==> src/rtl/alarm_zone_controller.sv <==
// rtl/alarm_zone_controller.sv - tick-driven alarm sequencer: disarmed, exit delay, armed, entry delay, alarm
module alarm_zone_controller #(
    parameter int NZONE       = 4,
    parameter int CNT_W       = 15,
    parameter int EXIT_TICKS  = 3000,
    parameter int ENTRY_TICKS = 1500,
    parameter int SIREN_TICKS = 18000
) (
    input  logic             clock50,
    input  logic             Mr,
    input  logic             tick,
    input  logic             arm,
    input  logic             disarm,
    input  logic [NZONE-1:0] zone,
    output logic [2:0]       state,
    output logic             siren,
    output logic             armed_led,
    output logic             alarm_mem,
    output logic [CNT_W-1:0] remaining,
    output logic             tmr_clr
);

    typedef enum logic [2:0] {
        S_DISARMED  = 3'd0,
        S_EXIT_DLY  = 3'd1,
        S_ARMED     = 3'd2,
        S_ENTRY_DLY = 3'd3,
        S_ALARM     = 3'd4
    } state_t;

    localparam logic [CNT_W-1:0] EXIT_LD  = CNT_W'(EXIT_TICKS);
    localparam logic [CNT_W-1:0] ENTRY_LD = CNT_W'(ENTRY_TICKS);
    localparam logic [CNT_W-1:0] SIREN_LD = CNT_W'(SIREN_TICKS);
    localparam logic [CNT_W-1:0] ONE      = CNT_W'(1);

    state_t           state_q;
    state_t           state_d;
    logic             tick_q;
    logic             tick_evt;
    logic             timed_q;
    logic             step_down;
    logic             expire;
    logic             inst_trip;
    logic             entering;
    logic [CNT_W-1:0] rem_d;
    logic             mem_d;
    logic             clr_d;

    assign tick_evt  = tick & ~tick_q;
    assign inst_trip = |zone[NZONE-1:1];
    assign timed_q   = (state_q == S_EXIT_DLY) || (state_q == S_ENTRY_DLY) || (state_q == S_ALARM);
    // tmr_clr marks the first cycle of a timed state, where a tick edge must not count
    assign step_down = timed_q && tick_evt && !tmr_clr && (remaining != '0);
    assign expire    = step_down && (remaining == ONE);
    assign state     = state_q;

    always_comb begin
        state_d = state_q;
        mem_d   = alarm_mem;
        if (disarm) begin
            state_d = S_DISARMED;
            mem_d   = 1'b0;
        end else begin
            case (state_q)
                S_DISARMED:  if (arm) state_d = S_EXIT_DLY;
                S_EXIT_DLY: begin
                    if (inst_trip)   state_d = S_ALARM;
                    else if (expire) state_d = zone[0] ? S_ENTRY_DLY : S_ARMED;
                end
                S_ARMED: begin
                    if (inst_trip)    state_d = S_ALARM;
                    else if (zone[0]) state_d = S_ENTRY_DLY;
                end
                S_ENTRY_DLY: if (inst_trip || expire) state_d = S_ALARM;
                S_ALARM:     if (expire) state_d = S_ARMED;
                default:     state_d = S_DISARMED;
            endcase
        end

        entering = (state_d != state_q);
        if (entering && state_d == S_ALARM) mem_d = 1'b1;

        clr_d = 1'b0;
        rem_d = '0;
        case (state_d)
            S_EXIT_DLY: begin
                clr_d = entering;
                rem_d = entering ? EXIT_LD : (step_down ? remaining - ONE : remaining);
            end
            S_ENTRY_DLY: begin
                clr_d = entering;
                rem_d = entering ? ENTRY_LD : (step_down ? remaining - ONE : remaining);
            end
            S_ALARM: begin
                clr_d = entering;
                rem_d = entering ? SIREN_LD : (step_down ? remaining - ONE : remaining);
            end
            default: begin
                clr_d = 1'b0;
                rem_d = '0;
            end
        endcase
    end

    always_ff @(posedge clock50) begin
        if (!Mr) begin
            state_q   <= S_DISARMED;
            tick_q    <= 1'b0;
            siren     <= 1'b0;
            armed_led <= 1'b0;
            alarm_mem <= 1'b0;
            remaining <= '0;
            tmr_clr   <= 1'b0;
        end else begin
            state_q   <= state_d;
            tick_q    <= tick;
            siren     <= (state_d == S_ALARM);
            armed_led <= (state_d != S_DISARMED);
            alarm_mem <= mem_d;
            remaining <= rem_d;
            tmr_clr   <= clr_d;
        end
    end

endmodule

==> config.mk <==
export PLATFORM = sky130hd
export DESIGN_NAME = alarm_zone_controller
export DESIGN_NICKNAME = d
export VERILOG_FILES = /design/src/rtl/alarm_zone_controller.sv
export SDC_FILE = /design/constraint.sdc
export NUM_CORES = 1
export LEC_CHECK = 0
export ABC_AREA = 1
export CAP_MARGIN = 0
export CELL_PAD_IN_SITES_DETAIL_PLACEMENT = 1
export CELL_PAD_IN_SITES_GLOBAL_PLACEMENT = 1
export CORE_UTILIZATION = 45
export CTS_BUF_LIST = sky130_fd_sc_hd__clkbuf_4 sky130_fd_sc_hd__clkbuf_8
export DETAILED_ROUTE_END_ITERATION = 8
export DONT_BUFFER_PORTS = 1
export PLACE_DENSITY = 0.84
export SLEW_MARGIN = 20
export SYNTH_ARGS = -nofsm -noshare
export SYNTH_HDL_FRONTEND = slang
export SYNTH_SLANG_ARGS = --single-unit
==> constraint.sdc <==
create_clock -name clock50 -period 2.7 [get_ports clock50]
set_input_delay 0.81 -clock clock50 [delete_from_list [all_inputs] [get_ports clock50]]
set_output_delay 0.81 -clock clock50 [all_outputs]
set_load 0.03 [all_outputs]
# Yosys cells after proc, flatten, opt, wreduce, memory -nomap -nowiden
# Index checks and enable logic that the tools add are counted.
# word_totals
reg_bits,23
inputBits,9
output_inout_bits,22
elab_cells,52
# classes
n_addsub,1
eq_ne,9
mux,17
bitwise,2
n_reduce_logical,16
# op_table
operator,count
15-bit 2-to-1 mux,4
15-bit case mux with 3 select lines,1
3-bit 2-to-1 mux,8
15-bit by 1-bit == test with 1-bit output (second input constant),1
3-bit case mux with 5 select lines,1
15-bit nonzero test,1
15-bit by 1-bit subtractor with 15-bit output (second input constant),1
3-bit by 2-bit == test with 1-bit output (second input constant),3
3-bit by 1-bit == test with 1-bit output (second input constant),2
3-bit == test (second input constant),2
3-bit OR reduction,2
1-bit logical AND,5
3-bit zero test,1
1-bit logical OR,3
1-bit 2-to-1 mux,3
3-bit != test,1
3-bit nonzero test,1
2-bit AND reduction,1
2-bit nonzero test,1
1-bit AND,1
1-bit zero test,1
1-bit NOT,1

# Longest topological paths before layout
# depth
depth_word,14
mapped_depth,19
depth_no_buf,19

# Worst setup path before layout
# Ideal clock, no wire load.
# synth_timing
path_type,input port to flip-flop
startpoint,in zone[2]
endpoint,reg remaining[12]
setup_time_ns,0.073
arrival_time_ns,2.188
t_required_ns,2.627
slack_ns,0.439
cell_stages,13
path_buffers,0
cell_sequence,nor3_2 nand4_1 nand2_1 nand2_1 nand2_1 nand2_2 nand2_1 nand2_2 nor2_8 nand2_4 clkinv_2 nand2_2 nor3b_2
# synth_between
elab_chain_len,8
word_cells_on_any_way,15
cone_classes,eq/ne (4); mux (9); reduce/logical (2)
# synth_rtl
element,line_no,source
from (decl),14,"input logic [NZONE-1:0] zone,"
3-bit OR reduction (*),50,assign inst_trip = |zone[NZONE-1:1];
1-bit logical OR,74,S_ENTRY_DLY: if (inst_trip || expire) state_d = S_ALARM;
3-bit 2-to-1 mux,74,
3-bit case mux with 5 select lines (*),64,case (state_q)
3-bit 2-to-1 mux (*),60,if (disarm) begin
3-bit != test,80,entering = (state_d != state_q);
"15-bit 2-to-1 mux, on equally long branches","96, 88, 92",
15-bit case mux with 3 select lines (*),85,case (state_d)
to (signal assigned),120,remaining <= rem_d;
to (decl),19,"output logic [CNT_W-1:0] remaining,"
# Mark *: on every way between the ends. The rest lies on a longest branch, timed or not.
# A chain may end at the register's enable or synchronous reset.

# Final worst setup path
# layout_timing
startpoint,reg remaining[9]
endpoint,reg remaining[12]
# layout_between
elab_chain_len,10
word_cells_on_any_way,21
cone_classes,add/sub (1); eq/ne (5); mux (11); reduce/logical (4)
# layout_rtl
element,line_no,source
15-bit nonzero test,53,assign step_down = timed_q && tick_evt && !tmr_clr && (remaining != '0);
1-bit logical AND,53,
1-bit logical AND,54,assign expire = step_down && (remaining == ONE);
3-bit 2-to-1 mux or 1-bit logical OR (tied branches),"68, 74",
"3-bit 2-to-1 mux, on equally long branches","67, 74",
3-bit case mux with 5 select lines,64,
3-bit 2-to-1 mux,60,
3-bit != test,80,
"15-bit 2-to-1 mux, on equally long branches","96, 88, 92",
15-bit case mux with 3 select lines (*),85,
# Marks and branches as above.

==> out/summary.md <==
The flow ran to the end, and the final reports show no timing, DRC or antenna violations. The kind of start point of the critical path is a flip-flop. The placeable core region is 3080 sq um.

STA classifies the critical path endpoint as a flip-flop. In this run the worst path has a maximum fanout of 10. The number of antenna violations at the first check in global routing was 0. For the routed via count, the log shows 1502. The area share of xor/xnor cells in the synthesized design was 4.76%; the number of search-and-repair iterations in the first detailed-routing pass was 4. In this run the static leakage power is 0.806 nW. Buffers inserted during clock tree synthesis total 3. The global-route usage over all layers is 26.4%, and the sum of negative setup slack is 0 ns. The post-route minimum period was 2.49 ns.

The fraction of the mapped netlist area in simple logic gates came out at 44.3%. The final core utilization is 52.5%, and the total wire length is 4270 um. The share of the Yosys chip area taken by registers is 31.3%. The total overflow left after global routing is 0. Power comes to 0.686 mW. The chip height was 59.2 um. The number of global-route vias before repair was 1531.

For this run, design rule violations remaining after detail routing come to 0. After synthesis the cells add up to 1470 sq um. The average via count per standard cell came out at 5.36.

At the pin with the least slew margin, the transition time is 0.489 ns. The multi-input combinational cells in the finished layout cover a total of 860 sq um. Static timing analysis puts the maximum clock frequency at 401 MHz.

The floorplan step defined a die boundary enclosing 3500 sq um. The sequential cells in the finished layout cover a total of 462 sq um. The logs give 0 for the number of maximum-capacitance violations and 0.32 ns for the worst-skew pair later-pin latency. The clock passes through at most 2 buffers.

Dividing the detail-routed wire length by the instance count gives 15.3 um. The first-pass GRT wire length came out at 6890 um. After synthesis, the mean cell area works out to 6.54 sq um. Counting every net in the synthesized netlist gives 236. The number of levels the H-tree was split into came out at 1.

The starting density of the core is 47.8%. The largest clock skew in the final design was 0.00516 ns; the flip-flop and latch count after synthesis was 23. The remaining number of nets flagged by the antenna check after routing was 0. The final setup violation count was 0; the adder-cell share of the synthesized area was 1.70%.

The die boundary width is 59.2 um. The count of final hold-check violations is 0. STA puts the critical path data required time at 2.97 ns. The share of the clock period used by the worst path after layout came out at 92.3%. The synthesized netlist devotes 7.14% of its cell area to compound gates.

Of the post-synthesis cell area, the part taken by muxes is 0%. The worst min-delay path class is in2reg. The number of antenna cells inserted was 0; the number of distinct standard cells referenced by the synthesized netlist was 34.

Clock tree synthesis selected as its root buffer the cell clkbuf_4. VDD sags by at most 0.313 mV. Detailed placement ended at an HPWL of 3400 um. From synthesis to final layout, the design area changed by 9.78%. The number of instances in the synthesized netlist came out at 225.

The kind of critical path is reg2reg. Fill cells in the final layout number 443. At the end of routability-driven placement, the weighted congestion stood at 0.821.

Pin placement for this block handled 31 I/O pins. The run gives 20 as the number of rows in the core area. Main combinational cell family by area after synthesis: simple AND/OR/NAND/NOR gates. The count of buffers added on input and output ports is 0. The tools report the total count of max-transition violations in the final report as 0. The worst slew margin relative to its limit came out at 67.4%.

For the net count reported at finish, the log shows 248. The tools report the final cell count without fillers as 280. At the worst endpoint, the arrival time is 2.76 ns.

TritonCTS built the clock tree. In this run the power density over the cells is 425 nW/um^2. The number of sinks driven by the clock tree was 23. The pin count of the biggest net entering global routing is 14. Setup repair after global routing left no endpoint under its margin.

The number of warning messages in the yosys log came out at 0. After detailed placement, the design holds a cell count of 276. The clock-pin slew of the registers on the worst-case setup and hold paths is 0.14 ns.

Fraction of layout instances using a drive strength above 1: 17.8%. The detailed router finished its first iteration with 55 violations.
[cell usage after synthesis]
| cell | number | share of area (%) |
|---|---|---|
| a21oi_1 | 4 | 1.4 |
| a21oi_2 | 1 | 0.60 |
| a21oi_4 | 1 | 1.1 |
| a31oi_1 | 1 | 0.43 |
| and2_1 | 1 | 0.43 |
| buf_4 | 1 | 0.51 |
| clkinv_2 | 1 | 0.34 |
| dfxtp_1 | 23 | 31 |
| ha_1 | 2 | 1.7 |
| inv_1 | 31 | 7.9 |
| inv_2 | 8 | 2.0 |
| nand2_1 | 47 | 12 |
| nand2_2 | 6 | 2.6 |
| nand2_4 | 1 | 0.77 |
| nand3_1 | 23 | 7.8 |
| nand3_2 | 1 | 0.68 |
| nand3b_1 | 2 | 1.0 |
| nand4_1 | 6 | 2.6 |
| nand4_2 | 1 | 0.85 |
| nor2_1 | 32 | 8.2 |
| nor2_2 | 2 | 0.85 |
| nor2_8 | 1 | 1.4 |
| nor3_1 | 5 | 1.7 |
| nor3_2 | 2 | 1.4 |
| nor3b_1 | 1 | 0.51 |
| nor3b_2 | 1 | 0.85 |
| nor4_1 | 1 | 0.43 |
| o21a_1 | 1 | 0.51 |
| o21ai_0 | 4 | 1.4 |
| o21ai_1 | 4 | 1.4 |
| o22ai_1 | 1 | 0.43 |
| or2_2 | 1 | 0.43 |
| xnor2_1 | 1 | 0.60 |
| xor2_1 | 7 | 4.2 |
[per-layer routing]
| layer | part of all wire [%] | routed length [um] | GRT usage [%] | vias up |
|---|---|---|---|---|
| li1 | - | - | - | 731 |
| met1 | 45 | 1940 | 35.3 | 730 |
| met2 | 49 | 2090 | 43.3 | 37 |
| met3 | 4.9 | 209 | 3.93 | 4 |
| met4 | 0.75 | 32 | 8.50 | 0 |
| met5 | 0 | 0 | 0 | - |
[flip-flops by register name, summed over array words and instances, names as in the netlist]
name,flops
remaining,15
state,3
alarm_mem,1
armed_led,1
siren,1
tick_q,1
tmr_clr,1
[timing repair]
item / 4_1_cts / 5_1_grt
setup buffers: 0 / 0
gates resized for setup: 0 / 4
hold buffers: 0 / 0
setup endpoints to repair: 0 / 6
[metrics by stage]
stage | cell area (sq um) | hold WS, ns | worst slack [ns]
global route | 1620 | 0.573 | 0.0212
CTS | 1610 | 0.576 | 0.193
floorplan | 1470 | 0.593 | 0.439
finish | 1620 | 0.574 | 0.208
global placement | 1580 | 0.613 | 0.217
detailed placement | 1580 | 0.622 | 0.0424
[worst max-delay path: stages (launching register included)]
cell	delay, ns
dfxtp_1	0.63
nor2_1	0.13
nand3_1	0.14
nor2_1	0.06
nand2_1	0.10
nand3_2	0.14
nand2_1	0.09
nand2_1	0.06
nand2_1	0.12
nand2_2	0.14
nand2_1	0.11
nand2_2	0.10
nor2_8	0.14
nand2_4	0.11
clkinv_2	0.10
nand2_2	0.10
nor3b_2	0.16
[area by class of cell]
class                           count  area share [%]
Multi-Input combinational cell    161            53.2
Sequential cell                    23            28.6
Inverter                           40            9.37
Timing Repair Buffer                8            3.72
Tap cell                           44            3.41
Clock buffer                        3            1.39
Clock inverter                      1           0.310
[worst paths after layout]
| check | slack (ns) | startpoint | depth (start not counted) | endpoint |
|---|---|---|---|---|
| worst max-delay path | 0.21 | remaining[9]$_SDFF_PN0_ | 16 | remaining[12]$_SDFF_PN0_ |
| worst min-delay path | 0.57 | Mr | 2 | remaining[8]$_SDFF_PN0_ |
| worst max register to register | 0.21 | remaining[9]$_SDFF_PN0_ | 16 | remaining[12]$_SDFF_PN0_ |
| worst min register to register | 0.64 | alarm_mem$_SDFFE_PN0P_ | 2 | alarm_mem$_SDFFE_PN0P_ |
[layout by cell type, fill, tap and decap left out]
master / instances
a21oi_1: 4
a21oi_2: 1
a21oi_4: 1
a31oi_1: 1
and2_1: 1
buf_4: 8
clkbuf_4: 3
clkinv_2: 2
dfxtp_1: 22
dfxtp_2: 1
ha_1: 2
inv_1: 30
inv_2: 9
nand2_1: 47
nand2_2: 6
nand2_4: 1
nand3_1: 23
nand3_2: 1
nand3b_1: 2
nand4_1: 6
nand4_2: 1
nor2_1: 31
nor2_2: 2
nor2_4: 1
nor2_8: 1
nor3_1: 5
nor3_2: 2
nor3b_1: 1
nor3b_2: 1
nor4_1: 1
o21a_1: 1
o21ai_0: 4
o21ai_1: 4
o22ai_1: 1
or2_2: 1
xnor2_1: 1
xor2_1: 7
[where the power goes]
part           switching [mW]  total, mW  internal (mW)  leakage (nW)
logic                   0.100      0.144         0.0434         0.601
clock network           0.115      0.171         0.0556        0.0177
registers              0.0215      0.371          0.350         0.187
[cell families (layout without fill, tap and decap cells)]
kind of cell	count (synthesis)	in the layout
compound gates	17	17
xor+xnor	8	8
fa+ha+maj	2	2
buf+inv	41	52
flops	23	23
simple gates	134	134
(Power assumes the default switching activity.)
